<file path="src/rtl/varredura_botoes.sv">
// -----------------------------------------------------------------------------
// varredura_botoes
// Scans a 4-row x 2-column active-low keypad, debounces each of the 8 keys
// and emits a single-cycle pulse on every debounced press.
//
// Ports
//   clk              in   1  clock
//   rst              in   1  synchronous, active-high reset
//   colunas_teclado  in   2  column sense lines, active-low (0 = pressed)
//   linhas_teclado   out  4  row drive, one-hot active-low
//   botoes           out  8  one-cycle press pulse per key (k = 2*row + col)
//   estado_botoes    out  8  debounced key level (1 = pressed)
// -----------------------------------------------------------------------------
module varredura_botoes #(
    parameter int SCAN_DIV       = 1000,
    parameter int DEBOUNCE_SCANS = 4
) (
    input  logic       clk,
    input  logic       rst,
    input  logic [1:0] colunas_teclado,
    output logic [3:0] linhas_teclado,
    output logic [7:0] botoes,
    output logic [7:0] estado_botoes
);

    localparam int             DW         = (SCAN_DIV > 2) ? $clog2(SCAN_DIV) : 1;
    localparam logic [DW-1:0]  DWELL_LAST = DW'(SCAN_DIV - 1);
    // Counter value at which the next differing sample completes the debounce.
    localparam logic [3:0]     DB_LAST    = 4'(DEBOUNCE_SCANS - 1);

    logic [DW-1:0]     dwell_q, dwell_d;
    logic [1:0]        row_q, row_d;
    logic [7:0][3:0]   cnt_q, cnt_d;
    logic [7:0]        estado_q, estado_d;
    logic [7:0]        botoes_q, botoes_d;
    logic              sample;
    logic              raw;

    // Columns are only read on the last dwell cycle of a row, giving the
    // lines a full dwell period to settle after the row drive changes.
    assign sample = (dwell_q == DWELL_LAST);

    always_comb begin
        dwell_d  = sample ? '0 : dwell_q + 1'b1;
        row_d    = sample ? row_q + 2'd1 : row_q;
        cnt_d    = cnt_q;
        estado_d = estado_q;
        botoes_d = '0;
        raw      = 1'b0;
        if (sample) begin
            for (int k = 0; k < 8; k++) begin
                if (2'(k / 2) == row_q) begin
                    raw = ~colunas_teclado[k % 2];
                    if (raw == estado_q[k]) begin
                        cnt_d[k] = 4'd0;
                    end else if (cnt_q[k] == DB_LAST) begin
                        estado_d[k] = raw;
                        cnt_d[k]    = 4'd0;
                        // Pulse only on the 0->1 transition; releases are silent.
                        botoes_d[k] = raw;
                    end else begin
                        cnt_d[k] = cnt_q[k] + 4'd1;
                    end
                end
            end
        end
    end

    always_ff @(posedge clk) begin
        if (rst) begin
            dwell_q  <= '0;
            row_q    <= 2'd0;
            cnt_q    <= '0;
            estado_q <= '0;
            botoes_q <= '0;
        end else begin
            dwell_q  <= dwell_d;
            row_q    <= row_d;
            cnt_q    <= cnt_d;
            estado_q <= estado_d;
            botoes_q <= botoes_d;
        end
    end

    assign linhas_teclado = ~(4'b0001 << row_q);
    assign botoes         = botoes_q;
    assign estado_botoes  = estado_q;

endmodule

</file>
<file path="config.mk">
export PLATFORM = sky130hd
export DESIGN_NAME = varredura_botoes
export DESIGN_NICKNAME = d
export VERILOG_FILES = /design/src/rtl/varredura_botoes.sv
export SDC_FILE = /design/constraint.sdc
export NUM_CORES = 1
export LEC_CHECK = 0
export ABC_AREA = 0
export ABC_CLOCK_PERIOD_IN_PS = 2400
export CORE_MARGIN = 5
export CORE_UTILIZATION = 40
export CTS_CLUSTER_DIAMETER = 100
export DETAILED_ROUTE_END_ITERATION = 8
export PLACE_DENSITY_LB_ADDON = 0.08
export SLEW_MARGIN = 20
export SYNTH_ARGS = -nofsm -noshare
export SYNTH_HDL_FRONTEND = slang
export SYNTH_SLANG_ARGS = --single-unit
</file>
<file path="constraint.sdc">
create_clock -name clk -period 2.4 [get_ports clk]
set_input_delay 0.24 -clock clk [delete_from_list [all_inputs] [get_ports clk]]
set_output_delay 0.24 -clock clk [all_outputs]
set_load 0.005 [all_outputs]
</file>
# == Yosys cells after proc, flatten, opt, wreduce, memory -nomap -nowiden ==
# Index checks and enable logic that the tools add are counted.
# totals
wordCells,119
output_inout_bits,20
input_bits,4
register_bits,60
# classes
shifts,1
n_eq_ne,20
n_addsub,10
reduce_logical,22
bitwise_logic,24
n_mux,16
# op_table
operator,n
2-to-1 mux 4 bit,16
OR reduction 5 bit,8
"adder 4 x 1 -> 4 bit, second input constant",8
"equality test 4 x 2 -> 1 bit, second input constant",8
AND reduction 4 bit,8
NOT 1 bit,23
"adder 10 x 1 -> 10 bit, second input constant",1
"equality test 10 bit, second input constant",1
equality test 1 bit,8
AND reduction 2 bit,4
"equality test 2 bit, first input constant",2
NOT 4 bit,1
"left shift 1 x 2 -> 4 bit, first input constant",1
"adder 2 x 1 -> 2 bit, second input constant",1
"equality test 1 x 2 -> 1 bit, first input constant",1
zero test 2 bit,1
OR reduction 2 bit,1

# == Logic depth before layout (Yosys ltp) ==
# Gate-level depths: netlist of the first run.
# depth
depth_word,4
mapped_depth,6
mapped_depth_nobuf,6

# == Worst setup path after synthesis of the first run ==
# No wires, ideal clock.
# synth_timing
path_kind,register -> register
start,register dwell_q[0]
end,register cnt_q[28] (netlist bit)
setup_ns,0.070
arrival_time_ns,1.748
period_less_slack_ns,1.818
path_buffers,1
slack_ns,0.582
required_time_ns,2.330
stages_incl_launch_ff,7
cell_sequence,dfxtp_1 > ha_1 > and4b_1 > nand4_1 > buf_2 > or4_1 > a21oi_1
# synth_via
elab_chain_len,2
# synth_lines
item,line,text
from (decl),31,"logic [DW-1:0] dwell_q, dwell_d;"
from (signal assigned),77,dwell_q <= dwell_d;
equality test 10 bit,41,assign sample = (dwell_q == DWELL_LAST);
AND reduction 2 bit (no source line),n/a,
to (signal assigned),79,cnt_q <= cnt_d;
to (decl),33,"logic [7:0][3:0] cnt_q, cnt_d;"
# Every way passes these cells.
# A chain may end at the register's enable or synchronous reset.

# == Worst setup path after layout of the first run ==
# layout_timing
start,register dwell_q[0]
end,register cnt_q[7] (netlist bit)
# Same word-level chain as after synthesis.

==> impl_metrics.yaml, run 1 <==
outcome:
  status: "complete, no violations"
cells_and_area:
  syn2layout_area_growth_pct: 20.84
  multi_input_area_um2: 1572
  finalNonFillerCells: 458
  final_core_util: 0.4879
  seqCellArea_um2: 1201
  drive_above_1_share: 0.09192
  nFillCells: 714
  nNetsFinal: 371
  antennaDiodeCount: 0
placement:
  place_hpwl_um: 4502
  gp_congestion: 0.7779
  dp_cells: 442
  pre_cts_slack_ns: 0.3666
  portBuffers: 23
yosys:
  ys_ff_latch: 60
  synth_top_area_share: 0.4168
  yosysWarnings: 0
  synth.most_common_cell: "dfxtp_1"
  synthTopCellsByArea: "dfxtp_1, a21oi_1, ha_1"
  yosysSeqAreaShare: 0.4168
  syn_inst: 322
  ys.flop_type: "dfxtp_1"
  syn_nets: 339
  synth-edff-count: 0
  yosysUniqueCellTypes: 29
  synth_top_cells_by_count: "dfxtp_1, a21oi_1, nand2_1, nand3_1, nor2_1"
  syn_avg_cell_area_um2: 8.949
  synthArstFlopShare: 0
  yosysTopAreaCell: "dfxtp_1"
  syn_area_um2: 2882
global_routing:
  antenna_found_initial: 0
  grt_overflow_total: 0
  grt_usage: 0.1554
  grt_pass1_wl_um: 10930
  grt_pass1_vias: 2273
  grt_max_degree: 18
floorplanning:
  rows: 31
  die-area_um2: 9001
  die_w_um: 94.88
  fp.dieH_um: 94.88
  coreArea_um2: 7137
  io_pins: 24
  initial_core_util: 0.4038
setup_path:
  endpoint_kind: "flop"
  crit_arrival_ns: 2.27
  critical_path.startpoint: "dwell_q[0]"
  worstSetupPathType: "flop to flop"
  cp-start-kind: "flop"
  r2r_start: "dwell_q[0]"
  critPathMaxFanout: 12
  required_ns: 2.65
sta:
  hold_ws_ns: 0.4618
  tightestPinTransition_ns: 0.5334
  timing.final.ws_setup_ns: 0.3859
  hold_violations: 0
  tns_ns: 0
  rsz0062_at_grt: "false"
  relSlewSlack: 0.6417
  fin_crit_sh: 0.8392
  drv_slew: 0
  max_freq_mhz: 496.5
  fin_crit_ns: 2.014
  finalSetupViolations: 0
  clock_skew_ns: 0.008797
min_path:
  hold_start: "dwell_q[0]"
  hold_class: "flop to flop"
drt:
  first_pass_iters: 4
  drt-total-wl_um: 6433
  avgViaCountPerCell: 5.258
  drt_iter0_drc: 109
  wl_per_cell_um: 14.05
  drtAntennaViolNets: 0
  vias: 2408
  drc: 0
power:
  ir_drop_mv: 0.3871
  power_density_nw_per_um2: 593.9
  p_leak_uw: 0.001236
clocking:
  post_cts_resized: 0
  tritoncts: "built"
  cts_made_buffers: 9
  cts_max_level: 3
  root_buffer: "clkbuf_8"
  clkSinkCount: 60
  hold_buffers: 0
  insertion_delay_ns: 0.33
  cts_setup_buffers: 0
  clk_pin_slew_ns: 0.07
  clk_path_buf_depth: 2
run:
  max-cap-violations: 0
==> critical path, cell delays in order, from the launching register on <==
cell and delay [ns]:
dfxtp_1 0.37, ha_1 0.25, and4b_1 0.34, nand4_1 0.12
buf_4 0.18, or4_1 0.51, a21oi_1 0.16
==> metal layers <==
layer / GRT usage / vias up / routed length [um]
li1: - / 1249 / -
met1: 0.2055 / 1120 / 3181
met3: 0.05737 / 8 / 274
met2: 0.2355 / 31 / 2898
met4: 0.04688 / 0 / 78
met5: 0 / - / 0
==> cell families after synthesis <==
kind of cell             Yosys count  synth area share
AO/OA/AOI/OAI                     70            0.1342
flip-flops                        60            0.4168
AND/OR/NAND/NOR                  132            0.2940
buffers and inverters             27           0.03778
XOR/XNOR                          20           0.06079
adder cells (fa/ha/maj)           13           0.05645
==> sequential cells by signal, indices dropped and copies added (netlist names) <==
signal / cells
dwell_q: 10
estado_botoes: 8
row_q: 2
cnt_q: 32
botoes: 8
==> cell usage in the layout, fill, tap and decap left out, types with 2 or more instances in the layout <==
| cell type | instances |
|---|---|
| dfxtp_1 | 60 |
| a21oi_1 | 41 |
| clkdlybuf4s50_1 | 23 |
| nand2_1 | 21 |
| nand3_1 | 21 |
| nor2_1 | 19 |
| or4_1 | 16 |
| o21ai_0 | 16 |
| ha_1 | 13 |
| inv_1 | 12 |
| nor3b_1 | 12 |
| buf_4 | 12 |
| xor2_1 | 11 |
| clkbuf_8 | 10 |
| xnor2_1 | 9 |
| nand4_1 | 8 |
| a311oi_1 | 8 |
| and4b_1 | 7 |
| nor2b_1 | 5 |
| a31oi_1 | 5 |
| nand4b_1 | 5 |
| nor4_4 | 4 |
| nor3_1 | 4 |
| and2_1 | 3 |
| clkinv_2 | 3 |
| nand2b_1 | 2 |
| nor4b_1 | 2 |
| and4_1 | 2 |
| bufinv_16 | 2 |
==> area by class of cell <==
cell class | count | area share
repair buffers | 35 | 0.09199
clock buffers | 11 | 0.04060
clock inverters | 5 | 0.02156
inverters | 13 | 0.01401
multi-input cells | 235 | 0.4513
well taps | 99 | 0.03557
flip-flops and latches | 60 | 0.3450
==> metrics by stage <==
stage | instance area (um2) | power [uW]
2_1_floorplan | 2882 | 1069
3_3_place_gp | 3266 | 1095
3_5_place_dp | 3266 | 1094
4_1_cts | 3482 | 2105
5_1_grt | 3482 | 2157
6_report | 3482 | 2068
==> report_power, final <==
| part | leakage [uW] | switching (uW) | internal (uW) |
|---|---|---|---|
| Sequential | 0.000484 | 4.61 | 1000 |
| Clock | 0.000113 | 389 | 608 |
| Combinational | 0.000639 | 43.1 | 23.9 |
| Total | 0.00124 | 436 | 1630 |
==> final timing paths <==
| path | depth (start not counted) | to | slack [ns] |
|---|---|---|---|
| min | 1 | dwell_q[0] | 0.46 |
| max | 6 | cnt_q[7] | 0.39 |
| max reg2reg | 6 | cnt_q[7] | 0.39 |
| min reg2reg | 1 | dwell_q[0] | 0.46 |
(Power assumes the default switching activity.)
==> inputs of run 2 (changes only) <==
ABC_CLOCK_PERIOD_IN_PS = 1800   (was 2400)
clock period = 1.8 ns   (was 2.4 ns; I/O delays follow)
==> impl_metrics.yaml, run 2 (same netlist as run 1, synthesis figures left out) <==
outcome:
  status: "complete, no violations"
cells_and_area:
  nNetsFinal: 406
  antennaDiodeCount: 0
  reg.largest.list: "cnt_q: 32 flops, dwell_q: 10 flops"
  drive_above_1_share: 0.2868
  most-common-layout-cells: "dfxtp_1, buf_4, a21oi_1"
  largest_reg_flops: 32
  regMostFlops: "cnt_q"
  nFillCells: 693
  syn2layout_area_growth_pct: 36.04
  seqCellArea_um2: 1211
  layout_commonest_cell: "dfxtp_1"
  multi_input_area_um2: 1735
setup_path:
  required_ns: 2.07
  worstSetupPathType: "flop to flop"
  endpoint_kind: "flop"
  cp-start-kind: "flop"
  critPathMaxFanout: 5
  crit_arrival_ns: 2.03
power:
  ir_drop_mv: 0.3363
  p_switching_uw: 601.3
  p_clk_frac: 0.418
  p_int_uw: 1905
  power_frac_seq: 0.533
  netSwitchingFraction: 0.2400
  finalPower_uw: 2506
  p_comb_frac: 0.049
  p_leak_uw: 0.001471
  power_density_nw_per_um2: 639.2
sta:
  rsz0062_at_grt: "true"
  fin_crit_ns: 1.768
  drv_slew: 0
  tns_ns: 0
  tightestPinTransition_ns: 0.6502
  hold_ws_ns: 0.4782
  clock_skew_ns: 0.006266
  finalSetupViolations: 0
  timing.final.ws_setup_ns: 0.03185
  fin_crit_sh: 0.9823
  hold_violations: 0
  relSlewSlack: 0.5656
  max_freq_mhz: 565.6
drt:
  drtAntennaViolNets: 0
  drt-total-wl_um: 6804
  drt_iter0_drc: 150
  vias: 2612
  wl_per_cell_um: 13.80
  drc: 0
  avgViaCountPerCell: 5.298
  first_pass_iters: 4
clocking:
  clkSinkCount: 60
  clk_pin_slew_ns: 0.07
  cts_made_buffers: 9
  root_buffer: "clkbuf_8"
  tritoncts: "built"
  clk_path_buf_depth: 2
  cts_max_level: 3
  insertion_delay_ns: 0.33
  hold_buffers: 0
floorplanning:
  coreArea_um2: 7137
  initial_core_util: 0.4038
  die_w_um: 94.88
  rows: 31
  fp.dieH_um: 94.88
  io_pins: 24
  die-area_um2: 9001
min_path:
  hold_class: "flop to flop"
placement:
  place_hpwl_um: 4706
  pre_cts_slack_ns: -0.09270
  portBuffers: 23
  gp_congestion: 0.8225
global_routing:
  grt_overflow_total: 0
  grt_usage: 0.1601
  grt_max_degree: 16
  grt_pass1_wl_um: 11250
  antenna_found_initial: 0
  grt_pass1_vias: 2366
run:
  max-cap-violations: 0
-- run 2: power by group through the flow --
stage | logic [uW] | registers [uW] | clock network, uW
after CTS | 117 | 1330 | 1090
after floorplan | 58.7 | 1370 | 0
after global routing | 134 | 1340 | 1170
after global placement | 117 | 1370 | 0
after detailed placement | 117 | 1370 | 0
final | 123 | 1340 | 1050
-- run 2: metal layers --
layer  GRT usage  share of wire  vias up
li1            -              -     1325
met1      0.2101           0.50     1250
met2      0.2431           0.46       29
met3     0.03825          0.025        8
met4     0.08293          0.018        0
met5           0              0        -
-- run 2: worst max-delay path: stages, from the launching register on --
cell     delay [ns]
dfxtp_2        0.35
ha_4           0.13
and4b_2        0.28
nand4_1        0.13
buf_6          0.16
or4_4          0.50
a21oi_2        0.15
-- run 2: worst paths after layout --
kind	startpoint	endpoint	slack (ns)	depth (start not counted)
hold reg to reg	cnt_q[5]	cnt_q[5]	0.48	2
hold / removal	cnt_q[5]	cnt_q[5]	0.48	2
setup / recovery	dwell_q[0]	cnt_q[28]	0.03	6
setup reg to reg	dwell_q[0]	cnt_q[28]	0.03	6
-- run 2: what timing repair did --
item / 4_1_cts / 5_1_grt
pin swaps: 4 / 23
setup buffers: 3 / 2
endpoints found under the setup margin: 17 / 36
cloned: 0 / 1
gates resized for setup: 13 / 43
-- run 2: final cells by class --
type                    count  share of cell area
flip-flops and latches     60              0.3090
repair buffers             70              0.1615
clock inverters             6            0.007660
clock buffers              10             0.03511
inverters                  13             0.01245
multi-input cells         235              0.4427
well taps                  99             0.03160
-- run 2: per-stage QoR --
step,util,cells,area [um2]
2_1_floorplan,-,322,2884
3_3_place_gp,0.4919,471,3511
3_5_place_dp,0.4919,471,3511
4_1_cts,0.5214,490,3721
5_1_grt,0.5493,493,3920
6_report,0.5493,493,3920
